## config.mk

```make
export PLATFORM = sky130hd
export DESIGN_NAME = soc_system_button_pio_db
export DESIGN_NICKNAME = d
export VERILOG_FILES = /design/src/rtl/soc_system_pio_pkg.sv /design/src/rtl/soc_system_pio_debounce.sv /design/src/rtl/soc_system_button_pio_db.sv
export SDC_FILE = /design/constraint.sdc
export NUM_CORES = 1
export LEC_CHECK = 0
export BUFFER_PORTS_ARGS = -buffer_cell sky130_fd_sc_hd__buf_2
export CELL_PAD_IN_SITES_DETAIL_PLACEMENT = 1
export CELL_PAD_IN_SITES_GLOBAL_PLACEMENT = 1
export CORE_UTILIZATION = 30
export DETAILED_ROUTE_END_ITERATION = 8
export GPL_ROUTABILITY_DRIVEN = 0
export PLACE_DENSITY_LB_ADDON = 0.1
export SLEW_MARGIN = 40
export SYNTH_ARGS = -nofsm -noshare
export SYNTH_HDL_FRONTEND = slang
export SYNTH_SLANG_ARGS = --single-unit
```

## constraint.sdc

```tcl
create_clock -name clk -period 1.07 [get_ports clk]
set_clock_uncertainty 0.05 [all_clocks]
set_input_delay 0.107 -clock clk [delete_from_list [all_inputs] [get_ports clk]]
set_output_delay 0.107 -clock clk [all_outputs]
set_load 0.03 [all_outputs]
```

## src/rtl/soc_system_pio_pkg.sv

```systemverilog
// Shared register map and helpers for the debounced button PIO.
package soc_system_pio_pkg;

    localparam logic [2:0] ADDR_DATA         = 3'd0;
    localparam logic [2:0] ADDR_RAW          = 3'd1;
    localparam logic [2:0] ADDR_IRQ_MASK     = 3'd2;
    localparam logic [2:0] ADDR_EDGE_CAPTURE = 3'd3;
    localparam logic [2:0] ADDR_RISE_EN      = 3'd4;
    localparam logic [2:0] ADDR_FALL_EN      = 3'd5;

    localparam int unsigned MAX_WIDTH = 32;

    function automatic int unsigned cnt_width(input int unsigned cycles);
        return $clog2(cycles + 1);
    endfunction

endpackage

```

## src/rtl/soc_system_pio_debounce.sv

```systemverilog
// One input channel: synchroniser, optional debounce counter (SOC_PIO_DEBOUNCE_EN) and stable flop.
// update_o pulses combinationally on the edge where stable_o takes level_o.
module soc_system_pio_debounce
    import soc_system_pio_pkg::*;
#(
    parameter int unsigned SYNC_STAGES     = 2,
    parameter int unsigned DEBOUNCE_CYCLES = 50000,
    parameter logic        IDLE_LEVEL      = 1'b1
) (
    input  logic clk,
    input  logic reset,
    input  logic din_i,
    output logic raw_o,
    output logic stable_o,
    output logic update_o,
    output logic level_o
);

    logic [SYNC_STAGES-1:0] sync_q, sync_d;
    logic                   sync;
    logic                   stable_q, stable_d;
    logic                   update;

    assign sync_d = {sync_q[SYNC_STAGES-2:0], din_i};
    assign sync   = sync_q[SYNC_STAGES-1];

`ifdef SOC_PIO_DEBOUNCE_EN
    localparam int unsigned CntW = cnt_width(DEBOUNCE_CYCLES);

    logic [CntW-1:0] cnt_q, cnt_d;

    // Any sample equal to the stable level restarts the count.
    always_comb begin
        cnt_d    = '0;
        stable_d = stable_q;
        update   = 1'b0;
        if (sync != stable_q) begin
            if (cnt_q == CntW'(DEBOUNCE_CYCLES - 1)) begin
                stable_d = sync;
                update   = 1'b1;
            end else begin
                cnt_d = cnt_q + 1'b1;
            end
        end
    end

    always_ff @(posedge clk) begin
        if (reset) begin
            cnt_q <= '0;
        end else begin
            cnt_q <= cnt_d;
        end
    end
`else
    always_comb begin
        stable_d = sync;
        update   = (sync != stable_q);
    end
`endif

    always_ff @(posedge clk) begin
        if (reset) begin
            sync_q   <= {SYNC_STAGES{IDLE_LEVEL}};
            stable_q <= IDLE_LEVEL;
        end else begin
            sync_q   <= sync_d;
            stable_q <= stable_d;
        end
    end

    assign raw_o    = sync;
    assign stable_o = stable_q;
    assign update_o = update;
    assign level_o  = stable_d;

    cfg_check: assert property (@(posedge clk) (SYNC_STAGES >= 2) && (DEBOUNCE_CYCLES >= 1));

endmodule

```

## src/rtl/soc_system_button_pio_db.sv

```systemverilog
// Avalon-MM button PIO with per-channel debounce (SOC_PIO_DEBOUNCE_EN), edge capture and masked irq.
module soc_system_button_pio_db
    import soc_system_pio_pkg::*;
#(
    parameter int unsigned      WIDTH           = 4,
    parameter int unsigned      SYNC_STAGES     = 2,
    parameter int unsigned      DEBOUNCE_CYCLES = 50000,
    parameter logic [WIDTH-1:0] IDLE_LEVEL      = {WIDTH{1'b1}}
) (
    input  logic             clk,
    input  logic             reset,
    input  logic [2:0]       address,
    input  logic             chipselect,
    input  logic             write_n,
    input  logic [31:0]      writedata,
    output logic [31:0]      readdata,
    input  logic [WIDTH-1:0] in_port,
    output logic             irq
);

    logic [WIDTH-1:0] stable, raw, update, level, set, w1c, wdata;
    logic [WIDTH-1:0] mask_q, mask_d, cap_q, cap_d, rise_q, rise_d, fall_q, fall_d;
    logic [MAX_WIDTH-1:0] rdata_q, rdata_d;
    logic             wr_en;
    logic             unused_wdata;

    for (genvar i = 0; i < WIDTH; i++) begin : g_ch
        soc_system_pio_debounce #(
            .SYNC_STAGES    (SYNC_STAGES),
            .DEBOUNCE_CYCLES(DEBOUNCE_CYCLES),
            .IDLE_LEVEL     (IDLE_LEVEL[i])
        ) u_db (
            .clk     (clk),
            .reset   (reset),
            .din_i   (in_port[i]),
            .raw_o   (raw[i]),
            .stable_o(stable[i]),
            .update_o(update[i]),
            .level_o (level[i])
        );
    end

    assign wr_en        = chipselect && !write_n;
    assign wdata        = writedata[WIDTH-1:0];
    assign unused_wdata = ^writedata;

    always_comb begin
        mask_d = mask_q;
        rise_d = rise_q;
        fall_d = fall_q;
        w1c    = '0;
        if (wr_en) begin
            case (address)
                ADDR_IRQ_MASK:     mask_d = wdata;
                ADDR_EDGE_CAPTURE: w1c    = wdata;
                ADDR_RISE_EN:      rise_d = wdata;
                ADDR_FALL_EN:      fall_d = wdata;
                default: ;
            endcase
        end
        // New events are OR-ed in after the clear so a same-cycle set is never lost.
        set   = update & ((level & rise_q) | (~level & fall_q));
        cap_d = (cap_q & ~w1c) | set;

        rdata_d = '0;
        case (address)
            ADDR_DATA:         rdata_d = MAX_WIDTH'(stable);
            ADDR_RAW:          rdata_d = MAX_WIDTH'(raw);
            ADDR_IRQ_MASK:     rdata_d = MAX_WIDTH'(mask_q);
            ADDR_EDGE_CAPTURE: rdata_d = MAX_WIDTH'(cap_q);
            ADDR_RISE_EN:      rdata_d = MAX_WIDTH'(rise_q);
            ADDR_FALL_EN:      rdata_d = MAX_WIDTH'(fall_q);
            default:           rdata_d = '0;
        endcase
    end

    always_ff @(posedge clk) begin
        if (reset) begin
            mask_q  <= '0;
            cap_q   <= '0;
            rise_q  <= '0;
            fall_q  <= '1;
            rdata_q <= '0;
        end else begin
            mask_q  <= mask_d;
            cap_q   <= cap_d;
            rise_q  <= rise_d;
            fall_q  <= fall_d;
            rdata_q <= rdata_d;
        end
    end

    assign readdata = rdata_q;
    assign irq      = |(cap_q & mask_q);

    cfg_check: assert property (@(posedge clk) (WIDTH >= 1) && (WIDTH <= MAX_WIDTH));

endmodule

```

==> impl_metrics.json <==
{
  "status": "finished, violations left",
  "violations": "setup timing",
  "worstPathMaxFanout": 2,
  "syn2layout_area_growth_pct": 23.9,
  "worstHoldStart": "writedata[2]",
  "num_vias": 1238,
  "clk_pin_slew_ns": 0.06,
  "dpl.hpwl_mm": 2.82,
  "cp-end-kind": "output port",
  "setup_viol": 3,
  "setup_tns_ns": -0.238,
  "ys_seq_area_frac": 0.401,
  "post-synth-top-area-cell": "dfxtp_1",
  "placed_area_sq_um": 1780,
  "syn_area_sq_um": 1600,
  "drc": 0,
  "drv_slew": 0,
  "fin_nets": 258,
  "arrival_ns": 1.04,
  "drtIter0Drc": 41,
  "synth.avg_cell_area_sq_um": 9.35,
  "clock.fmax_ghz": 0.835,
  "grt_pass1_vias": 1182,
  "setup_slack_ns": -0.128,
  "place_inst": 271,
  "die_w_um": 75.0,
  "critPathLaunch": "mask_q[2]",
  "portBuffers": 19,
  "drive_gt1_frac": 0.389,
  "whs_path_depth": 3,
  "cts_buffers": 5,
  "antenna_found_initial": 0,
  "clock_path_buffers": 2,
  "num_rows": 26,
  "path_class": "reg -> out",
  "fin_crit_sh": 1.12,
  "min_path_type": "in -> reg",
  "yosys-top-cells-area": "dfxtp_1, buf_4, mux2i_1, or2_2, nand3b_1",
  "grt_first_pass_wirelength_mm": 5.93,
  "cts_sinks": 32,
  "drv_cap": 0,
  "die_h_um": 75.0,
  "antenna_cells": 0,
  "ant_nets": 0,
  "power_density_nw_per_um2": 1340,
  "overflow": 0,
  "finalHoldViolCount": 0,
  "ff2ff_path_depth": 3,
  "cts_root_buf": "clkbuf_8",
  "netlist.area_leader.share": 0.401,
  "dieArea_sq_um": 5630,
  "finalWirelength_mm": 3.73,
  "whs_endpoint": "fall_q[2]",
  "fillCellCount": 627,
  "wl_per_cell_um": 13.0,
  "grt_setup_unrepaired": "yes",
  "ys_warn_count": 0,
  "clk_latency_ns": 0.28,
  "drt_first_pass_iters": 4,
  "finalInstanceArea_sq_um": 1980,
  "synth_cells": 171,
  "cts.htree.levels": 2,
  "leakage_nw": 0.866,
  "worstPathRequired_ns": 0.91,
  "ff2ff_setup_slack_ns": -0.08,
  "core_sq_um": 5110,
  "fin_crit_ns": 1.20,
  "start_kind": "register",
  "grt_max_degree": 23,
  "ios": 76,
  "final_cells": 286,
  "timing.rr.start": "fall_q[3]",
  "cts_tree": "yes",
  "worstReg2RegEnd": "readdata[3]",
  "ir_worst_vdd_uv": 572,
  "synth-seq-cells": 32,
  "via_per_inst": 4.33,
  "track_usage": 0.146,
  "initial_core_util": 0.313,
  "synth_cell_types": 31
}
==> what timing repair did <==
item / in CTS / in global routing
setup endpoints to repair: 3 / 8
pin swaps: 3 / 2
hold buffers: 4 / 0
gates resized for setup: 11 / 9
setup buffers: 3 / 0
endpoints found under the hold margin: 4 / 0
==> routing by layer <==
layer  vias to the layer above  part of all wire  track usage
met2                        26              0.47        0.229
met3                         5             0.036       0.0361
met5                         -                 0            0
met4                         0             0.015       0.0566
met1                       597              0.47        0.192
li1                        610                 -            -
==> cells by family (layout without fill, tap and decap cells) <==
group / after synthesis / after routing / synth area share
buf+inv: 38 / 56 / 0.175
other cells: 1 / 28 / 0.00235
compound gates: 20 / 20 / 0.0876
simple gates: 65 / 65 / 0.231
flops: 32 / 32 / 0.401
mux: 15 / 15 / 0.103
==> state kept, by name (all words and copies together) (netlist names) <==
name and flops:
cap_q 4, fall_q 4, g_ch.u_db.stable_o 4, g_ch.u_db.sync_q 8, mask_q 4, readdata 4
rise_q 4
==> worst max-delay path, stage by stage, from the launching register on <==
cell and delay [ns]:
dfxtp_2 0.33, a22oi_2 0.20, nand2_1 0.09, buf_6 0.14
==> metrics by stage <==
step                utilization  setup WS [ns]  power, mW  hold WS, ns
global placement          0.348         -0.201       1.69        0.240
finish                    0.388         -0.128       2.65       0.0604
global route              0.388         -0.180       2.78       0.0691
floorplan                     -        -0.0625       1.65        0.134
CTS                       0.384         -0.140       2.68       0.0581
detailed placement        0.348         -0.274       1.70        0.243
==> worst max-delay path by stage <==
stage	end
5_1_grt	irq
3_5_place_dp	mask_q[1]
4_1_cts	irq
2_1_floorplan	readdata[3]
3_3_place_gp	mask_q[1]
6_report	irq
==> placed cells by master (no fill, tap or decap), drive strengths merged <==
cell         instances
nor2                16
mux2                 2
or3                  1
buf                 43
and2b                2
and3b                1
o21a                 1
nand3                9
and4b                1
or2                 12
mux2i               12
o211a                2
a2111oi              1
a31oi                1
nand3b               8
nand2               11
clkbuf               8
nor2b                2
and4bb               2
a21oi                5
a22oi                4
inv                  1
o21ai                4
mux4                 1
conb                28
dlygate4sd3          4
a211oi               1
dfxtp               32
o22a                 1
==> power breakdown <==
group,switching [mW],internal [mW]
Sequential,0.0245,1.24
Combinational,0.279,0.160
Clock,0.431,0.524
==> Yosys cell counts <==
| cell | n |
|---|---|
| a31oi_1 | 1 |
| nand2_1 | 11 |
| a2111oi_2 | 1 |
| and3b_1 | 1 |
| and2b_1 | 2 |
| a211oi_1 | 1 |
| clkbuf_1 | 3 |
| buf_6 | 4 |
| and4bb_4 | 2 |
| and4b_1 | 1 |
| o21a_1 | 1 |
| o21ai_0 | 4 |
| or3_1 | 1 |
| a22oi_1 | 4 |
| nand3_1 | 9 |
| nor2b_1 | 2 |
| o22a_1 | 1 |
| mux4_2 | 1 |
| dfxtp_1 | 32 |
| a21oi_1 | 5 |
| mux2i_1 | 12 |
| nor2_2 | 1 |
| mux2_2 | 2 |
| buf_4 | 28 |
| or2_2 | 12 |
| o211a_1 | 2 |
| nor2_1 | 15 |
| inv_1 | 1 |
| conb_1 | 1 |
| buf_2 | 2 |
| nand3b_1 | 8 |
==> final cells by class <==
cell class,instances,area [sq um],area share
multi-input combinational,128,810,0.409
sequential,32,656,0.331
timing repair buffer,47,334,0.169
clock buffer,8,90.1,0.0455
tap,70,87.6,0.0442
inverter,1,3.75,0.00190
(Power assumes the default switching activity.)
